==> config.mk <==
export PLATFORM = sky130hd
export DESIGN_NAME = alu_fetch_flat
export DESIGN_NICKNAME = d
export VERILOG_FILES = /design/src/rtl/alu_fetch_if.sv /design/src/rtl/alu_fetch.sv /design/src/flat_wrapper.sv
export SDC_FILE = /design/constraint.sdc
export NUM_CORES = 1
export LEC_CHECK = 0
export CELL_PAD_IN_SITES_DETAIL_PLACEMENT = 1
export CELL_PAD_IN_SITES_GLOBAL_PLACEMENT = 1
export CORE_UTILIZATION = 42
export CTS_BUF_LIST = sky130_fd_sc_hd__clkbuf_8
export DETAILED_ROUTE_END_ITERATION = 10
export GPL_ROUTABILITY_DRIVEN = 0
export PLACE_DENSITY_LB_ADDON = 0.1
export SETUP_SLACK_MARGIN = 0.05
export SYNTH_ARGS = -nofsm -noshare
export SYNTH_HDL_FRONTEND = slang
export SYNTH_SLANG_ARGS = --single-unit
==> constraint.sdc <==
create_clock -name clk -period 12.61 [get_ports clk]
set_input_delay 1.8915 -clock clk [delete_from_list [all_inputs] [get_ports clk]]
set_output_delay 1.8915 -clock clk [all_outputs]
set_load 0.01 [all_outputs]
==> src/rtl/alu_fetch_if.sv <==
// ---------------------------------------------------------------------------
// alu_fetch_if
// Interface bundle between the sequencer, the neighbour ports, the
// alu_fetch stage, and the downstream registers block.
//   op_valid/op_ready/op/src/imm : decoded-instruction handshake
//   acc                          : current ACC value from registers
//   in_valid/in_data/in_ack      : four neighbour ports (UP, DOWN, LEFT, RIGHT)
//   reg_en/reg_instr/reg_val     : single-beat command to registers
//   blocked                      : stage is waiting on a port read
// master = driver side (sequencer/ports), slave = alu_fetch.
// ---------------------------------------------------------------------------
interface alu_fetch_if;
    logic               op_valid;
    logic               op_ready;
    logic [2:0]         op;
    logic [3:0]         src;
    logic signed [10:0] imm;
    logic signed [10:0] acc;
    logic [3:0]         in_valid;
    logic [43:0]        in_data;
    logic [3:0]         in_ack;
    logic               reg_en;
    logic [1:0]         reg_instr;
    logic signed [10:0] reg_val;
    logic               blocked;

    modport master (
        output op_valid, op, src, imm, acc, in_valid, in_data,
        input  op_ready, in_ack, reg_en, reg_instr, reg_val, blocked
    );

    modport slave (
        input  op_valid, op, src, imm, acc, in_valid, in_data,
        output op_ready, in_ack, reg_en, reg_instr, reg_val, blocked
    );
endinterface

==> src/rtl/alu_fetch.sv <==
// ---------------------------------------------------------------------------
// alu_fetch
// Operand-fetch and saturating arithmetic stage of a TIS-100 node. Accepts
// one decoded instruction, resolves its source operand (IMM/ACC/NIL/port/
// ANY/LAST), stalls while a port read has no data, and issues a single
// command beat to the registers block.
// Ports:
//   clk   : rising-edge clock
//   reset : asynchronous active-low reset
//   bus   : alu_fetch_if.slave (instruction handshake, ports, register cmd)
// Parameter:
//   SAT_MAX : saturation bound, results clamp to [-SAT_MAX, SAT_MAX]
// ---------------------------------------------------------------------------
module alu_fetch #(
    parameter int SAT_MAX = 999
) (
    input  logic        clk,
    input  logic        reset,
    alu_fetch_if.slave  bus
);

    typedef enum logic [1:0] {S_IDLE, S_FETCH, S_ISSUE} state_t;

    localparam logic signed [11:0] PMAX = 12'(SAT_MAX);
    localparam logic signed [11:0] NMAX = -PMAX;

    // op encodings
    localparam logic [2:0] OP_MOV = 3'd1;
    localparam logic [2:0] OP_ADD = 3'd2;
    localparam logic [2:0] OP_SUB = 3'd3;
    localparam logic [2:0] OP_NEG = 3'd4;
    localparam logic [2:0] OP_SAV = 3'd5;
    localparam logic [2:0] OP_SWP = 3'd6;

    state_t             state_q;
    logic [2:0]         op_q;
    logic [3:0]         src_q;
    logic signed [10:0] imm_q;
    logic [1:0]         last_q;
    logic               last_set_q;

    logic               op_ready_q;
    logic               reg_en_q;
    logic [1:0]         reg_instr_q;
    logic signed [10:0] reg_val_q;
    logic [3:0]         in_ack_q;

    logic               use_port;
    logic [1:0]         port_sel;
    logic signed [10:0] opnd;
    logic               avail;
    logic               need;
    logic               go;
    logic signed [11:0] sum;
    logic signed [11:0] diff;
    logic signed [11:0] neg;
    logic [1:0]         instr_d;
    logic signed [10:0] val_d;
    logic [3:0]         ack_d;

    function automatic logic signed [10:0] sat(input logic signed [11:0] v);
        if (v > PMAX)      return PMAX[10:0];
        else if (v < NMAX) return NMAX[10:0];
        else               return v[10:0];
    endfunction

    // Operand resolution for the latched instruction.
    always_comb begin
        use_port = 1'b0;
        port_sel = 2'd0;
        opnd     = '0;
        case (src_q)
            4'd0: opnd = sat({imm_q[10], imm_q});
            4'd1: opnd = bus.acc;
            4'd3, 4'd4, 4'd5, 4'd6: begin
                use_port = 1'b1;
                port_sel = 2'(src_q - 4'd3);
            end
            4'd7: begin
                // ANY: LEFT, RIGHT, UP, DOWN priority. With nothing valid the
                // pick is irrelevant, it just leaves avail low.
                use_port = 1'b1;
                if (bus.in_valid[2])      port_sel = 2'd2;
                else if (bus.in_valid[3]) port_sel = 2'd3;
                else if (bus.in_valid[0]) port_sel = 2'd0;
                else if (bus.in_valid[1]) port_sel = 2'd1;
                else                      port_sel = 2'd2;
            end
            4'd8: begin
                if (last_set_q) begin
                    use_port = 1'b1;
                    port_sel = last_q;
                end
            end
            default: ; // NIL and unused codes
        endcase
        if (use_port)
            opnd = bus.in_data[11*port_sel +: 11];
        avail = !use_port || bus.in_valid[port_sel];
    end

    // Result computation; 12-bit intermediates cannot overflow from 11-bit inputs.
    always_comb begin
        need    = (op_q == OP_MOV) || (op_q == OP_ADD) || (op_q == OP_SUB);
        sum     = {bus.acc[10], bus.acc} + {opnd[10], opnd};
        diff    = {bus.acc[10], bus.acc} - {opnd[10], opnd};
        neg     = 12'sd0 - {bus.acc[10], bus.acc};
        instr_d = 2'b00;
        val_d   = reg_val_q;
        case (op_q)
            OP_MOV: begin instr_d = 2'b01; val_d = opnd;      end
            OP_ADD: begin instr_d = 2'b01; val_d = sat(sum);  end
            OP_SUB: begin instr_d = 2'b01; val_d = sat(diff); end
            OP_NEG: begin instr_d = 2'b01; val_d = sat(neg);  end
            OP_SAV: instr_d = 2'b10;
            OP_SWP: instr_d = 2'b11;
            default: ;
        endcase
        go    = (state_q == S_FETCH) && (!need || avail);
        ack_d = (need && use_port) ? (4'b0001 << port_sel) : 4'b0000;
    end

    always_ff @(posedge clk or negedge reset) begin
        if (!reset) begin
            state_q     <= S_IDLE;
            op_q        <= '0;
            src_q       <= '0;
            imm_q       <= '0;
            last_q      <= 2'd0;   // UP
            last_set_q  <= 1'b0;
            op_ready_q  <= 1'b1;
            reg_en_q    <= 1'b0;
            reg_instr_q <= 2'b00;
            reg_val_q   <= '0;
            in_ack_q    <= 4'b0000;
        end else begin
            reg_en_q <= 1'b0;
            in_ack_q <= 4'b0000;
            case (state_q)
                S_IDLE: begin
                    if (bus.op_valid) begin
                        op_q       <= bus.op;
                        src_q      <= bus.src;
                        imm_q      <= bus.imm;
                        op_ready_q <= 1'b0;
                        state_q    <= S_FETCH;
                    end
                end
                S_FETCH: begin
                    if (go) begin
                        reg_en_q    <= 1'b1;
                        reg_instr_q <= instr_d;
                        reg_val_q   <= val_d;
                        in_ack_q    <= ack_d;
                        if (need && src_q == 4'd7) begin
                            last_q     <= port_sel;
                            last_set_q <= 1'b1;
                        end
                        state_q <= S_ISSUE;
                    end
                end
                S_ISSUE: begin
                    reg_instr_q <= 2'b00;
                    op_ready_q  <= 1'b1;
                    state_q     <= S_IDLE;
                end
                default: state_q <= S_IDLE;
            endcase
        end
    end

    assign bus.op_ready  = op_ready_q;
    assign bus.reg_en    = reg_en_q;
    assign bus.reg_instr = reg_instr_q;
    assign bus.reg_val   = reg_val_q;
    assign bus.in_ack    = in_ack_q;
    assign bus.blocked   = (state_q == S_FETCH) && need && !avail;

endmodule

==> src/flat_wrapper.sv <==
// flat-port wrapper written by rule: the top's interface ports become plain ports
module alu_fetch_flat 
#(
    parameter int SAT_MAX = 999
)
  (clk, reset, bus_op_valid, bus_op, bus_src, bus_imm, bus_acc, bus_in_valid, bus_in_data, bus_op_ready, bus_in_ack, bus_reg_en, bus_reg_instr, bus_reg_val, bus_blocked);
  alu_fetch_if bus_i ();
  input  logic clk;
  input  logic reset;
  input wire logic [$bits(bus_i.op_valid)-1:0] bus_op_valid;
  input wire logic [$bits(bus_i.op)-1:0] bus_op;
  input wire logic [$bits(bus_i.src)-1:0] bus_src;
  input wire logic [$bits(bus_i.imm)-1:0] bus_imm;
  input wire logic [$bits(bus_i.acc)-1:0] bus_acc;
  input wire logic [$bits(bus_i.in_valid)-1:0] bus_in_valid;
  input wire logic [$bits(bus_i.in_data)-1:0] bus_in_data;
  output wire logic [$bits(bus_i.op_ready)-1:0] bus_op_ready;
  output wire logic [$bits(bus_i.in_ack)-1:0] bus_in_ack;
  output wire logic [$bits(bus_i.reg_en)-1:0] bus_reg_en;
  output wire logic [$bits(bus_i.reg_instr)-1:0] bus_reg_instr;
  output wire logic [$bits(bus_i.reg_val)-1:0] bus_reg_val;
  output wire logic [$bits(bus_i.blocked)-1:0] bus_blocked;
  assign bus_i.op_valid = bus_op_valid;
  assign bus_i.op = bus_op;
  assign bus_i.src = bus_src;
  assign bus_i.imm = bus_imm;
  assign bus_i.acc = bus_acc;
  assign bus_i.in_valid = bus_in_valid;
  assign bus_i.in_data = bus_in_data;
  assign bus_op_ready = bus_i.op_ready;
  assign bus_in_ack = bus_i.in_ack;
  assign bus_reg_en = bus_i.reg_en;
  assign bus_reg_instr = bus_i.reg_instr;
  assign bus_reg_val = bus_i.reg_val;
  assign bus_blocked = bus_i.blocked;
  alu_fetch #(.SAT_MAX(SAT_MAX)) u_core (.clk(clk), .reset(reset), .bus(bus_i));
endmodule
==> impl_metrics.tcl <==
set metrics [dict create \
    outcome "completed" \
    clockBufferDepth 2 \
    clk_latency_ns 0.31 \
    r2r_start "u_core.src_q[0]$_DFFE_PN0P_" \
    synth_warnings 0 \
    tritoncts "built" \
    critical_path.slowest_cell "o221ai_4" \
    rr_endpoint "u_core.bus.reg_val[4]$_DFFE_PN0P_" \
    mostFrequentLayoutCell "clkdlybuf4s50_1" \
    postPlaceCellArea_sq_um 5820 \
    synth_cell_types 84 \
    antennaDiodeCount 0 \
    final_area_sq_um 5920 \
    r2r_cells 19 \
    path_buf_inv 2 \
    fin_skew_ns 0.0117 \
    max-slew-margin-rel_pct 21.2 \
    die_area_sq_um 11800 \
    endpoint_kind "flip-flop" \
    ctsHoldBuffers 0 \
    setup_viol 0 \
    grt_pass1_wl_mm 27.4 \
    htreeDepth 2 \
    placed_cells 803 \
    reg2reg_setup_slack_ns 6.18 \
    critPathMaxStageDelay_ns 0.94 \
    grt_start_max_net_pins 43 \
    fin_nets 784 \
    worstSetupPathDepth 18 \
    cp_cell_sequence "clkdlybuf4s50_1, nor2b_1, o21ai_0, o221ai_4, mux2i_1, nand2_1, a31oi_1, inv_1, ha_1, and2_1, a221oi_1, a31oi_1, xor2_1, or4b_1, o31ai_1, a21oi_1, a21oi_1, a31oi_1" \
    powerDensity_nw_per_um2 297 \
    avgSynthCellArea_sq_um 8.02 \
    clockRootBuffer "clkbuf_8" \
    cts_buffers 5 \
    final_cell_mix "98 x clkdlybuf4s50_1, 68 x nand2_1, 42 x nor2_1" \
    post_cts_buffers 0 \
    drive_gt1_share_pct 6.26 \
    post-route-drc-count 0 \
    p_total_mw 1.76 \
    synth_edf_count 0 \
    nFillCells 1360 \
    rsz0062_at_grt "false" \
    hold_viol_final 0 \
    final_util_pct 54.1 \
    fmax_mhz 131 \
    die_h_um 108 \
    holdPathStages 1 \
    syn_nets 708 \
    timing.final.crit_share_pct 60.5 \
    dr_wl_met3_um 771 \
    area_delta_synth_final_pct 24.2 \
    synth_area_sq_um 4760 \
    grt_usage_pct 30.1 \
    tightest_slew_ns 1.18 \
    critPathLaunch "bus_in_valid[1]" \
    grt_pass1_vias 5246 \
    final.setup.worst_slack_ns 4.98 \
    cp.required_ns 12.80 \
    fin_cells 811 \
    drv_cap 0 \
    ir_worst_vdd_v 0.000151 \
    routedWlPerCell_um 21.1 \
    crit_path_frequent_cell "a31oi_1" \
    tns_ns 0 \
    initial_core_util_pct 43.6 \
    coreArea_sq_um 10900 \
    path_clk_slew_ns 0.08 \
    met2_length_mm 8.57 \
    arrival_ns 7.81 \
    holdCritPathClass "reg2reg" \
    cts_sinks 42 \
    drt_iter0_drc 380 \
    wl_met1_mm 7.26 \
    antenna_found_initial 0 \
    p_leak_nw 2.40 \
    syn_inst 594 \
    hold_slack_ns 0.476 \
    synth-main-ff-cell "dfrtp_1" \
    drt_first_pass_iters 5 \
    cts_resized 0 \
    num_vias 5050 \
    path_class "in2reg" \
    rows 38 \
    min_from "u_core.last_set_q$_DFFE_PN0P_" \
    top_layer "met4" \
    slew_viol_final 0 \
    postSynth.asyncResetShare_pct 100 \
    seq_area_sq_um 1050 \
    period_minus_slack_ns 7.63 \
    grt_overflow 0 \
    dp_hpwl_mm 13.8 \
    multiInputGateArea_sq_um 3470 \
    crit_path_start_kind "input port" \
    worstHoldEndpoint "u_core.last_set_q$_DFFE_PN0P_" \
    die_x_um 108 \
    vias_per_cell 6.23 \
    place_ws_ns 4.76 \
    worstPathMaxFanout 27 \
    synth.ff_latch_count 42 \
    synth_seq_area_share_pct 22.1 \
    worst_path_dominant_cell_family "compound AO/OA/AOI/OAI gates" \
    wl_mm 17.1 \
    ant_nets 0 \
    io_buffer_count 99 \
    io_pins 100 \
]
-- worst register-to-register path: stages (launching register included) --
cell and delay [ns]:
dfrtp_1 0.45, inv_1 0.12, ha_1 0.20, nor4b_2 0.07
or3_1 0.39, o221ai_4 0.90, mux2i_1 0.31, nand2_1 0.10
a31oi_1 0.48, inv_1 0.10, ha_1 0.46, and2_1 0.28
a221oi_1 0.48, a31oi_1 0.21, xor2_1 0.32, or4b_1 0.53
o31ai_1 0.43, a21oi_1 0.17, a21oi_1 0.19, a31oi_1 0.10
-- registers in the layout, summed over array words and instances, names as in the netlist --
register,count
u_core.bus.in_ack,4
u_core.bus.op_ready,1
u_core.bus.reg_en,1
u_core.bus.reg_instr,2
u_core.bus.reg_val,11
u_core.imm_q,11
u_core.last_q,2
u_core.last_set_q,1
u_core.op_q,3
u_core.src_q,4
u_core.state_q,2
-- layout make-up --
cell class              instances  area share, %
repair buffers                102           17.0
clock inverters                 2          0.212
well taps                     140           2.96
clock buffers                   6           1.40
flip-flops and latches         42           17.8
inverters                      30           1.90
multi-input cells             489           58.7
-- where the power goes --
group / internal [mW] / switching [mW] / total (mW)
logic: 0.537 / 0.879 / 1.42
clock network: 0.0441 / 0.0500 / 0.0940
registers: 0.194 / 0.0558 / 0.250
total: 0.775 / 0.984 / 1.76
-- cell usage after synthesis (all sizes together) (9+ instances only) --
| cell | n | area [sq um] |
|---|---|---|
| nand2 | 68 | 255 |
| nor2 | 42 | 158 |
| dfrtp | 41 | 1030 |
| o21ai | 35 | 179 |
| a21oi | 33 | 165 |
| ha | 32 | 400 |
| inv | 30 | 113 |
| mux2i | 29 | 290 |
| clkbuf | 24 | 90.1 |
| nand3 | 21 | 110 |
| a31oi | 18 | 128 |
| nand2b | 14 | 87.6 |
| a22oi | 10 | 75.1 |
| mux2 | 10 | 113 |
| nor2b | 10 | 62.6 |
| nor3 | 10 | 50.1 |
| or3 | 10 | 67.6 |
| xor2 | 10 | 95.1 |
| buf | 9 | 58.8 |
| xnor2 | 9 | 78.8 |
-- kinds of logic after synthesis --
| group | after synthesis | synth area share [%] |
|---|---|---|
| compound gates | 178 | 27.3 |
| buf+inv | 63 | 5.49 |
| mux | 39 | 8.46 |
| flops | 42 | 22.1 |
| simple gates | 219 | 23.7 |
| fa+ha+maj | 34 | 9.25 |
| xor+xnor | 19 | 3.65 |
-- how the worst max path moves through the flow --
stage                                              endpoint
after floorplan           u_core.bus.reg_val[5]$_DFFE_PN0P_
after global placement    u_core.bus.reg_val[3]$_DFFE_PN0P_
after detailed placement  u_core.bus.reg_val[4]$_DFFE_PN0P_
after CTS                 u_core.bus.reg_val[4]$_DFFE_PN0P_
after global routing      u_core.bus.reg_val[3]$_DFFE_PN0P_
final                     u_core.bus.reg_val[4]$_DFFE_PN0P_
-- per-layer routing --
layer	vias up	track usage, %
met3	36	3.62
met2	169	52.8
met5	-	0
met4	0	11.5
li1	2352	-
met1	2493	37.5
No activity file was read; power rests on OpenSTA's default activity.
